File: config.mk
export PLATFORM = sky130hd
export DESIGN_NAME = logicalunit_arbiter
export DESIGN_NICKNAME = d
export VERILOG_FILES = /design/src/rtl/logicalunit_arbiter.sv
export SDC_FILE = /design/constraint.sdc
export NUM_CORES = 1
export LEC_CHECK = 0
export BUFFER_PORTS_ARGS = -buffer_cell sky130_fd_sc_hd__clkbuf_2
export CAP_MARGIN = 20
export CORE_UTILIZATION = 26
export CTS_BUF_LIST = sky130_fd_sc_hd__clkbuf_4
export DETAILED_ROUTE_END_ITERATION = 6
export PLACE_DENSITY_LB_ADDON = 0.15
export SKIP_CTS_REPAIR_TIMING = 1
export SYNTH_ARGS = -nofsm -noshare
export SYNTH_HDL_FRONTEND = slang
export SYNTH_SLANG_ARGS = --single-unit
File: constraint.sdc
create_clock -name clk -period 2.08 [get_ports clk]
set_input_delay 0.208 -clock clk [delete_from_list [all_inputs] [get_ports clk]]
set_output_delay 0.208 -clock clk [all_outputs]
set_load 0.01 [all_outputs]
File: src/rtl/logicalunit_arbiter.sv
// Round-robin arbiter sharing one bit-serial 2-input LUT (out = func[{a,b}])
// between NREQ requesters; each job returns a WIDTH-bit result tagged with its owner.
module logicalunit_arbiter #(
    parameter int NREQ  = 4,
    parameter int WIDTH = 8,
    parameter int IDW   = 2
) (
    input  logic                  clk,
    input  logic                  rst,
    input  logic [NREQ-1:0]       req,
    input  logic [NREQ*WIDTH-1:0] a_in,
    input  logic [NREQ*WIDTH-1:0] b_in,
    input  logic [NREQ*4-1:0]     func_in,
    output logic [NREQ-1:0]       gnt,
    output logic                  busy,
    output logic [WIDTH-1:0]      result,
    output logic                  result_valid,
    output logic [IDW-1:0]        result_id
);

    localparam int CW = (WIDTH > 1) ? $clog2(WIDTH) : 1;

    typedef enum logic [1:0] {IDLE, SHIFT, DONE} state_t;

    state_t           state;
    logic [IDW-1:0]   last_grant;
    logic [IDW-1:0]   cur_id;
    logic [CW-1:0]    cnt;
    logic [WIDTH-1:0] a_sr;
    logic [WIDTH-1:0] b_sr;
    logic [WIDTH-1:0] res_sr;
    logic [3:0]       func_r;

    logic             found;
    logic [IDW-1:0]   pick;
    logic             out_bit;
    logic [WIDTH:0]   res_ext;
    logic [WIDTH-1:0] res_next;

    // Search starts just after the last grant so that requester has lowest priority.
    always_comb begin
        found = 1'b0;
        pick  = '0;
        for (int i = 1; i <= NREQ; i++) begin
            if (!found && req[(int'(last_grant) + i) % NREQ]) begin
                found = 1'b1;
                pick  = IDW'((int'(last_grant) + i) % NREQ);
            end
        end
    end

    assign gnt      = (state == IDLE && found && !rst) ? (NREQ'(1) << pick) : '0;
    assign busy     = (state != IDLE);
    assign out_bit  = func_r[{a_sr[0], b_sr[0]}];
    assign res_ext  = {out_bit, res_sr};
    assign res_next = res_ext[WIDTH:1];

    always_ff @(posedge clk or posedge rst) begin
        if (rst) begin
            state        <= IDLE;
            last_grant   <= IDW'(NREQ - 1);
            cur_id       <= '0;
            cnt          <= '0;
            result       <= '0;
            result_valid <= 1'b0;
            result_id    <= '0;
        end else begin
            result_valid <= 1'b0;
            case (state)
                IDLE: begin
                    if (found) begin
                        last_grant <= pick;
                        cur_id     <= pick;
                        cnt        <= '0;
                        state      <= SHIFT;
                    end
                end
                SHIFT: begin
                    cnt <= cnt + 1'b1;
                    // The final bit is folded in directly so the result appears during DONE.
                    if (cnt == CW'(WIDTH - 1)) begin
                        state        <= DONE;
                        result       <= res_next;
                        result_id    <= cur_id;
                        result_valid <= 1'b1;
                    end
                end
                DONE: state <= IDLE;
                default: state <= IDLE;
            endcase
        end
    end

    // Operand and result shift registers carry no reset; control qualifies them.
    always_ff @(posedge clk) begin
        if (state == IDLE && found) begin
            a_sr   <= a_in[int'(pick)*WIDTH +: WIDTH];
            b_sr   <= b_in[int'(pick)*WIDTH +: WIDTH];
            func_r <= func_in[int'(pick)*4 +: 4];
            res_sr <= '0;
        end else if (state == SHIFT) begin
            a_sr   <= a_sr >> 1;
            b_sr   <= b_sr >> 1;
            res_sr <= res_next;
        end
    end

endmodule
Word level (Yosys, flattened, before mapping). Cells that the tools add are included.

Flip-flop bits (word level): 48. Input port bits: 86. Output and inout bits: 16. Logic and storage cells: 88.

$add $sub $neg: 5. $lt $le $gt $ge: 5. Equality and inequality tests: 4. Shift-type cells: 4. Muxes and demuxes: 34. Bitwise gates (word level): 4. Reductions and logical operators: 21.

Operators with widths (number): $shiftx A32 B6 Y8 (2); $mux W8 (4); $lt A3 B4 Y1 const B (4); $shiftx A16 B5 Y4 (1); $mux W1 (15); $mux W2 (6); $bmux W1 S2 (5); $reduce_and A2 Y1 (4); $reduce_or A2 Y1 (4); $pmux W3 S2 (1); $reduce_bool A2 Y1 (3); $logic_and A1 B1 Y1 (5); $add A2 B1 Y2 const B (2); $add A2 B2 Y2 const B (2); $and A1 B1 Y1 const A (4); $logic_not A1 Y1 (4); $mux W4 (1); $ne A2 B2 Y1 const B (2); $pmux W2 S2 (1); $shl A1 B2 Y4 const A (1); $add A3 B1 Y3 const B (1); $eq A3 B3 Y1 const B (1); $lt A2 B3 Y1 const B (1); $mux W3 (1); other kinds (2) (2).

Longest topological paths before layout. Gate-level depths: netlist of the first run.

Depth in word-level cells: 19. Mapped depth: 6. Gate-level depth less buffers: 5.

Worst setup path after synthesis of the first run. Ideal clock, no wire load.

Path kind: input port to flip-flop. From: input port req[2]. To: register a_sr[0] (enable). Setup time: 0.363 ns. Arrival: 1.407 ns. Required time: 1.717 ns. Slack: 0.310 ns. Stages: 4. Buffers on the path: 1. Cell sequence: or2_4 > o31ai_4 > buf_2 > nand2_1.

Longest elaborated chain between the ends: 15.

Ends and longest elaborated chain: from (decl) (line 10) `input logic [NREQ-1:0] req,`; $bmux W1 S2 (line 45) `if (!found && req[(int'(last_grant) + i) % NREQ]) begin`; $mux W1 (not written as such) (2 in a row) (line 45); $mux W1 (line 45); $logic_not A1 Y1 (line 45); $logic_and A1 B1 Y1 (line 45); $mux W1 (line 45); $logic_not A1 Y1 (line 45); $logic_and A1 B1 Y1 (line 45); $mux W1 (line 45); $logic_not A1 Y1 (line 45); $logic_and A1 B1 Y1 (line 45); $mux W1 (*) (line 45); $logic_and A1 B1 Y1 (*) (line 96) `if (state == IDLE && found) begin`; $reduce_bool A2 Y1 (no source line) (*); to (signal assigned) (line 97) `a_sr <= a_in[int'(pick)*WIDTH +: WIDTH];`; to (signal assigned) (line 102) `a_sr <= a_sr >> 1;`; to (decl) (line 29) `logic [WIDTH-1:0] a_sr;`.

Mark *: on every way between the ends. The rest lies on a longest branch, timed or not. The select of a mux whose other input is x is not followed. A chain may end at the register's enable or synchronous reset.

Worst setup path in the final report of the first run.
From: register last_grant[0]. To: output port gnt[2].

Longest elaborated chain between the ends: 17.

Ends and longest elaborated chain: from (decl) (line 26) `logic [IDW-1:0] last_grant;`; from (signal assigned) (line 61) `last_grant <= IDW'(NREQ - 1);`; from (signal assigned) (line 72) `last_grant <= pick;`; $add A2 B1 Y2 (line 45, 47); $bmux W1 S2 (line 45); $mux W1 (not written as such) (2 in a row) (line 45); $mux W1 (line 45); $logic_not A1 Y1 (line 45); $logic_and A1 B1 Y1 (line 45); $mux W1 (line 45); $logic_not A1 Y1 (line 45); $logic_and A1 B1 Y1 (line 45); $mux W1 (line 45); $logic_not A1 Y1 (line 45); $logic_and A1 B1 Y1 (line 45); $mux W1 (line 45); $logic_and A1 B1 Y1 (2 in a row) (line 52) `assign gnt = (state == IDLE && found && !rst) ? (NREQ'(1) << pick) : '0;`; $mux W4 (*) (line 52); to (decl) (line 14) `output logic [NREQ-1:0] gnt,`.

Marks and branches as above.

==> metrics.csv, run 1 <==
stage,metric,value,unit
global_route,grtUsageMet2,0.237,
synth,ys_warn_count,0,
global_route,grt_usage,0.151,
finish,fin_area,3540,um2
flow_run,cap_viol_max_count,0,
worst_setup_path,path_max_fanout,7,
global_route,grt_pass1_wl,12300,um
pwr,p_per_area,1260,nW/um2
clock_network,cts_buffer_depth,2,
sta,finClkSkew,23.9,ps
placed_design,dp_hpwl,5940,um
worst_setup_path,crit_path_end_kind,output port,
pwr,ir_worst_vdd,0.379,mV
floorplanning,rows,36,
synth,synth.distinct_cells,37,
pwr,p_leak,0.00152,uW
floorplanning,dieWidth,103,um
synth,synthFlopType,edfxtp_1,
route,firstDrtPassIters,4,
clock_network,clk_pin_slew,160,ps
placed_design,dpl-instance-area,3370,um2
global_route,use_met1,0.216,
synth,synthCells,281,
finish,syn2layout_area_growth,34.3,%
pwr,finalPower,4460,uW
floorplanning,start_util,0.269,
synth,syn_area,2640,um2
route,wl_per_cell,15.7,um
sta,tightest_slew,816,ps
placed_design,gp_congestion,0.748,
sta,min_period_over_period,0.956,
route,viasPerCell,4.97,
sta,fmax,503,MHz
route,num_vias,2589,
floorplanning,fp.dieH,103,um
clock_network,clock-root-buffer,clkbuf_4,
global_route,grt-ovfl-total,0,
synth,yosysSeqAreaShare,0.471,
placed_design,pre_cts_ws,278,ps
clock_network,cts_max_level,2,
sta,slew_viol_final,0,
clock_network,insertion_delay,380,ps
route,drt_iter0_drc,142,
global_route,antenna_found_initial,0,
clock_network,numCtsBuffers,5,
synth,synth.largest_area_cell,edfxtp_1,
worst_setup_path,criticalPathCategory,flop to output port,
sta,period_needed,1990,ps
min_path,min_path_type,input port to asynchronous set/reset pin,
floorplanning,io_pins,102,
finish,fin_nets,475,
route,routed_wirelength,8150,um
synth,yosys-top-cells-area,"edfxtp_1 (23%), dfrtp_1 (17%), a31oi_1 (7.3%)",
finish,fillers,1066,
synth,synth_commonest_cells,"a31oi_1 (31), nand2_1 (29), o21ai_0 (24), edfxtp_1 (20)",
route,drt.antenna.violating_nets,0,
synth,synth.top_cell.area_share,0.227,
floorplanning,die-area,10600,um2
finish,fin_util,0.361,
sta,relSlewSlack,0.455,
global_route,grt_pass1_vias,2376,
sta,finalSetupViolations,0,
floorplanning,core_area,9820,um2
synth,syn_nets,369,
global_route,grt_max_degree,31,
sta,rsz0062_at_grt,true,
finish,drive_above_1_share,0.410,
placed_design,numPortBuffers,101,
worst_setup_path,critical_path_arrival,1780,ps
synth,synth_edf_count,20,
worst_setup_path,reg2reg_depth,7,
clock_network,cts_tree,yes,
route,drc,0,
sta,holdWs,5.96,ps
synth,syn_avg_cell_area,9.40,um2
sta,setup_ws,92.2,ps
worst_setup_path,startpoint_type,flop,
clock_network,cts.sinks,47,
synth,yosysMostFrequentCell,a31oi_1,
worst_setup_path,worstPathRequired,1870,ps
finish,seqCellArea,1240,um2
global_route,grtUsageMet3,0.0217,
synth,yosys_register_bits,47,
run_status,outcome,"complete, no violations",
finish,antennaDiodeCount,0,
synth,async_reset_ff_frac,0.426,
sta,hold_violations,0,
global_route,grt_busiest_layer,met2,
finish,multi_input_area,1310,um2
==> worst paths after layout <==
path                                                start                       end  slack, ps
worst max-delay path            last_grant[0]$_DFFE_PP1P_                    gnt[2]         90
worst min-delay path                                  rst     result[0]$_DFFE_PP0P_          6
worst max register to register  last_grant[0]$_DFFE_PP1P_         b_sr[0]$_DFFE_PP_        170
worst min register to register     res_sr[6]$_SDFFE_PP0P_    res_sr[5]$_SDFFE_PP0P_        470
max in group asynchronous                             rst  result_id[0]$_DFFE_PP0P_       1560
min in group clk                              func_in[10]       func_r[2]$_DFFE_PP_        150
==> where the power goes <==
part	switching [uW]	leakage [uW]	internal [uW]	total, uW
registers	202	0.000505	1510	1710
clock network	321	0.0000461	259	579
logic	1210	0.000972	955	2170
total	1740	0.00152	2730	4460
==> layout make-up <==
class	count	area share
clock inverters	3	0.0127
flip-flops and latches	47	0.351
multi-input cells	204	0.368
inverters	5	0.00600
repair buffers	124	0.205
clock buffers	5	0.0106
well taps	133	0.0469
==> layout by cell type, fill, tap and decap left out, types with 2 or more instances in the layout <==
master	count
nand4_1	5
nor2_1	17
o21ai_0	24
nor3_1	2
nor3_2	2
inv_1	3
buf_4	16
and2_1	16
a31oi_1	31
clkbuf_2	101
nand3_1	16
mux2_2	10
inv_4	2
edfxtp_1	20
nand2b_1	7
o21ai_1	2
a21oi_1	7
dfstp_2	2
ha_1	2
a32oi_1	16
dfrtp_1	18
nand2_1	29
clkbuf_4	5
nor2b_1	3
buf_12	4
dfxtp_1	7
==> logic make-up after synthesis <==
kind of cell	synth area share
and+or+nand+nor	0.191
AOI/OAI and AO/OA	0.219
DFF	0.471
buffers and inverters	0.0583
muxes	0.0512
adders and majority gates	0.00948
==> metrics by stage <==
stage	instances	TNS (ps)
5_1_grt	521	-9.83
4_1_cts	514	-273
2_1_floorplan	281	0
6_report	521	0
3_5_place_dp	506	0
3_3_place_gp	506	0
==> sequential cells by signal (all words and copies together), names as in the netlist, 3 cells and up <==
register / flops
func_r: 4
res_sr: 7
cnt: 3
b_sr: 8
a_sr: 8
result: 8
==> metal layers <==
metal  wire length [um]  up-vias  part of all wire
met4                 78        0            0.0096
met3                397        6             0.049
met5                  0        -                 0
met1               3820     1239              0.47
li1                   -     1256                 -
met2               3860       88              0.47
==> worst max-delay path, cell delays in order (launching register included) <==
cell and delay [ps]:
dfstp_2 600, nand2b_1 100, a21boi_4 320, nand2_1 90, nor3_1 140, clkbuf_2 160
No activity file was read; power rests on OpenSTA's default activity.
==> inputs of run 2 (changes only) <==
Settings changed: PLACE_DENSITY_LB_ADDON 0.15 to 0.3.
==> run 2 against run 1 <==
Effect of this change: worst setup slack lost 92 ps; global-route usage shrank 1.0 points; flip-flop and latch count is the same; largest cell class unchanged.
==> metrics.csv, run 2 (synthesis results as in run 1) <==
stage,metric,value,unit
route,viasPerCell,5.13,
finish,seqCellArea,1240,um2
finish,antennaDiodeCount,0,
floorplanning,start_util,0.269,
floorplanning,die-area,10600,um2
sta,fmax,481,MHz
clock_network,cts_buffer_depth,2,
global_route,grt-ovfl-total,0,
clock_network,cts_tree,yes,
worst_setup_path,path_max_fanout,7,
clock_network,numCtsBuffers,5,
route,routed_wirelength,8650,um
worst_setup_path,r2r_slack,80,ps
finish,fin_nets,486,
global_route,grt_pass1_wl,11400,um
sta,finalSetupViolations,0,
worst_setup_path,crit_path_end_kind,output port,
global_route,grt_pass1_vias,2268,
placed_design,gp_congestion,0.815,
worst_setup_path,r2r_end,a_sr[2]$_DFFE_PP_,
route,firstDrtPassIters,5,
worst_setup_path,critical_path_arrival,1870,ps
sta,hold_violations,0,
worst_setup_path,regToRegStartpoint,last_grant[0]$_DFFE_PP1P_,
clock_network,cts.sinks,47,
finish,fin_area,3610,um2
finish,fin_cells,532,
finish,reg.largest.list,"a_sr (8), b_sr (8), result (8)",
clock_network,clk_pin_slew,140,ps
worst_setup_path,startpoint_type,flop,
route,num_vias,2731,
worst_setup_path,crit_start,last_grant[0]$_DFFE_PP1P_,
sta,min_period_over_period,1.00,
finish,syn2layout_area_growth,36.8,%
finish,layout.cells.most_common,clkbuf_2,
route,wl_per_cell,16.3,um
min_path,min_path_type,input port to asynchronous set/reset pin,
global_route,grt_max_degree,31,
global_route,grt_usage,0.141,
pwr,ir_worst_vdd,0.393,mV
placed_design,dpl-instance-area,3300,um2
pwr,p_per_area,1260,nW/um2
sta,finClkSkew,12.2,ps
worst_setup_path,criticalPathCategory,flop to output port,
placed_design,placed_cells,503,
global_route,antenna_found_initial,0,
sta,period_needed,2080,ps
finish,drive_above_1_share,0.434,
pwr,p_leak,0.00158,uW
finish,fin_util,0.368,
placed_design,numPortBuffers,101,
placed_design,dp_hpwl,5680,um
run_status,outcome,"complete, no violations",
sta,relSlewSlack,0.490,
sta,slew_viol_final,0,
flow_run,cap_viol_max_count,0,
clock_network,clock-root-buffer,clkbuf_4,
floorplanning,dieWidth,103,um
floorplanning,io_pins,102,
finish,final_cell_mix,"clkbuf_2 (97), a31oi_1 (31), nand2_1 (28)",
finish,multi_input_area,1310,um2
route,drt_iter0_drc,190,
sta,tightest_slew,764,ps
floorplanning,core_area,9820,um2
sta,rsz0062_at_grt,true,
floorplanning,fp.dieH,103,um
clock_network,cts_max_level,2,
clock_network,insertion_delay,370,ps
worst_setup_path,worstPathRequired,1870,ps
worst_setup_path,reg2reg_depth,7,
finish,fillers,1045,
route,drc,0,
floorplanning,rows,36,
route,drt.antenna.violating_nets,0,
## run 2: changes by cell type in the layout (fill, tap and decap cells not counted), moves of 2 or more
| cell | previous run | this run |
|---|---|---|
| buf_4 | 16 | 23 |
| buf_2 | 1 | 7 |
| clkbuf_2 | 101 | 97 |
| buf_6 | 1 | 4 |
| buf_12 | 4 | 2 |
| clkinv_2 | 0 | 2 |
## run 2: worst max-delay path, stage by stage (launching register included)
cell and delay, ps:
dfstp_2 640, nor2b_4 70, o311ai_4 290, buf_6 180, nand2_2 60, nor3_2 100
buf_2 150
## run 2: where the power goes
| group | internal, uW | total, uW | switching [uW] | leakage [uW] |
|---|---|---|---|---|
| sequential | 1510 | 1730 | 222 | 0.000505 |
| combinational | 1080 | 2370 | 1290 | 0.00104 |
| clock | 133 | 451 | 318 | 0.0000354 |
| total | 2730 | 4550 | 1830 | 0.00158 |
## run 2: routing by layer
metal / share of wire / wire length, um / up-vias / track usage
met3: 0.072 / 619 / 10 / 0.0231
met4: 0.0089 / 77 / 0 / 0.0433
met5: 0 / 0 / - / 0
met2: 0.47 / 4050 / 129 / 0.221
met1: 0.45 / 3900 / 1308 / 0.197
li1: - / - / 1284 / -
## run 2: worst max-delay path by stage
stage	end	slack [ps]	depth (start not counted)
6_report	gnt[3]	0.4	6
2_1_floorplan	a_sr[0]$_DFFE_PP_	310	4
3_3_place_gp	gnt[3]	340	7
3_5_place_dp	gnt[3]	310	7
4_1_cts	gnt[3]	-120	6
5_1_grt	gnt[3]	-80	6
## run 2: per-stage QoR
stage	hold slack (ps)	setup TNS, ps	total power, uW	worst slack (ps)
global route	87.6	-217	4870	-75.9
floorplan	170	0	3040	310
global placement	446	0	3630	336
detailed placement	445	0	3670	315
finish	35.0	0	4550	0.449
CTS	47.5	-298	4120	-122
## run 2: area by class of cell
class	count	area share
multi-input cells	204	0.361
well taps	133	0.0461
clock buffers	5	0.0104
repair buffers	135	0.227
inverters	5	0.00589
clock inverters	3	0.00520
flip-flops and latches	47	0.344
==> inputs of run 3 (changes only) <==
Settings changed: BUFFER_PORTS_ARGS -buffer_cell sky130_fd_sc_hd__clkbuf_2 to not set, DONT_BUFFER_PORTS set to 1.
==> run 3 against run 2 <==
Effect of this change: via count is 16% lower; critical path type is now flop to flop; sequential power is 4% higher; largest power group unchanged; wire length is 12% lower; clock skew hardly changed; largest cell class unchanged.
==> metrics.csv, run 3 (synthesis results as in run 1) <==
stage,metric,value,unit
clock_network,clk_pin_slew,140,ps
worst_setup_path,worstPathRequired,2190,ps
global_route,grt_usage,0.130,
worst_setup_path,criticalPathCategory,flop to flop,
clock_network,cts_buffer_depth,2,
min_path,min_path_type,input port to flop,
sta,finalSetupViolations,0,
placed_design,dp_hpwl,5310,um
sta,finClkSkew,12.3,ps
finish,antennaDiodeCount,0,
route,routed_wirelength,7610,um
sta,min_period_over_period,0.987,
route,drc,0,
sta,holdWs,47.8,ps
sta,slew_viol_final,0,
route,drt.antenna.violating_nets,0,
worst_setup_path,critical_path_arrival,2170,ps
clock_network,cts.sinks,47,
finish,drive_above_1_share,0.233,
sta,tightest_slew,834,ps
worst_setup_path,worst-path-buf-inv,4,
finish,reg.largest.list,"a_sr (8), b_sr (8), result (8)",
placed_design,numPortBuffers,0,
pwr,p_per_area,1390,nW/um2
global_route,grt-ovfl-total,0,
worst_setup_path,crit_path_end_kind,flop,
sta,period_needed,2050,ps
finish,fillers,1049,
pwr,ir_worst_vdd,0.431,mV
global_route,use_met1,0.171,
finish,final_cell_mix,"a31oi_1 (30), nand2_1 (29), o21ai_0 (24)",
worst_setup_path,cp_top_family,flip-flops,
worst_setup_path,path_max_fanout,7,
global_route,grtUsageMet2,0.207,
route,drt_iter0_drc,122,
clock_network,cts_max_level,2,
worst_setup_path,cpMostUsedCell,buf_4,
finish,syn2layout_area_growth,18.7,%
global_route,antenna_found_initial,0,
worst_setup_path,crit_slowest_cell,dfstp_2,
floorplanning,core_area,9820,um2
worst_setup_path,critical_path.cell_chain,"dlymetal6s2s_1, nand2b_1, o311ai_2, buf_6, buf_4, buf_4, a32oi_2, a31oi_2",
floorplanning,rows,36,
placed_design,gp_congestion,0.756,
sta,hold_violations,0,
floorplanning,die-area,10600,um2
route,firstDrtPassIters,4,
finish,fin_nets,383,
floorplanning,fp.dieH,103,um
floorplanning,dieWidth,103,um
sta,rsz0062_at_grt,true,
clock_network,insertion_delay,360,ps
floorplanning,start_util,0.269,
global_route,grtUsageMet3,0.0353,
clock_network,cts_tree,yes,
route,viasPerCell,5.33,
global_route,grt_busiest_layer,met2,
clock_network,clock-root-buffer,clkbuf_4,
route,num_vias,2288,
global_route,grt_max_degree,31,
worst_setup_path,r2r_slack,30,ps
flow_run,cap_viol_max_count,0,
clock_network,numCtsBuffers,5,
global_route,grt_pass1_wl,10300,um
sta,relSlewSlack,0.442,
floorplanning,io_pins,102,
worst_setup_path,cpPeakStageDelay,620,ps
pwr,finalPower,4360,uW
worst_setup_path,startpoint_type,flop,
finish,layout.cells.most_common,a31oi_1,
sta,fmax,487,MHz
global_route,grt_pass1_vias,2029,
route,wl_per_cell,17.7,um
run_status,outcome,"complete, no violations",
pwr,p_leak,0.00116,uW
==> run 3: changes by cell type in the layout (fill, tap and decap cells not counted), moves of 2 or more <==
cell and delta:
buf_4 -2, clkinv_2 -2, dlygate4sd3_1 +2, clkbuf_2 -97
buf_2 -6, clkbuf_4 +2
==> run 3: cell type report <==
| type | instances | area [um2] | area share |
|---|---|---|---|
| Multi-Input combinational cell | 204 | 1310 | 0.417 |
| Tap cell | 133 | 166 | 0.0531 |
| Clock inverter | 1 | 30.0 | 0.00958 |
| Sequential cell | 47 | 1240 | 0.397 |
| Timing Repair Buffer | 32 | 314 | 0.100 |
| Inverter | 5 | 21.3 | 0.00679 |
| Clock buffer | 7 | 52.6 | 0.0168 |
==> run 3: worst min-delay path: stages <==
cell,delay (ps)
nor2_1,30
nand2_1,60
a31oi_1,80
==> run 3: per-layer routing <==
layer | share of wire | wire length, um
met1 | 0.42 | 3230
met2 | 0.47 | 3590
met3 | 0.089 | 675
met4 | 0.016 | 121
met5 | 0 | 0
==> run 3: power breakdown <==
part / leakage (uW) / internal (uW) / switching (uW) / total, uW
clock: 0.0000463 / 282 / 293 / 575
combinational: 0.000610 / 911 / 1080 / 1990
sequential: 0.000505 / 1510 / 284 / 1800
==> run 3: path summary, 6_finish.rpt <==
kind / startpoint / endpoint / depth (start not counted)
setup / recovery: last_grant[0]$_DFFE_PP1P_ / b_sr[0]$_DFFE_PP_ / 8
hold / removal: req[0] / cur_id[0]$_DFFE_PP0P_ / 3
setup reg to reg: last_grant[0]$_DFFE_PP1P_ / b_sr[0]$_DFFE_PP_ / 8
hold reg to reg: res_sr[1]$_SDFFE_PP0P_ / res_sr[1]$_SDFFE_PP0P_ / 2
max in group asynchronous: rst / result[3]$_DFFE_PP0P_ / 2
min in group asynchronous: rst / last_grant[1]$_DFFE_PP1P_ / 2
==> run 3: metrics by stage <==
step	utilization	setup WS (ps)	cells	instance area (um2)	setup TNS, ps
5_1_grt	0.319	-35.7	429	3130	-148
6_report	0.319	26.2	429	3130	0
2_1_floorplan	-	310	281	2640	0
3_3_place_gp	0.289	340	405	2840	0
4_1_cts	0.298	-87.9	413	2920	-164
3_5_place_dp	0.289	301	405	2840	0
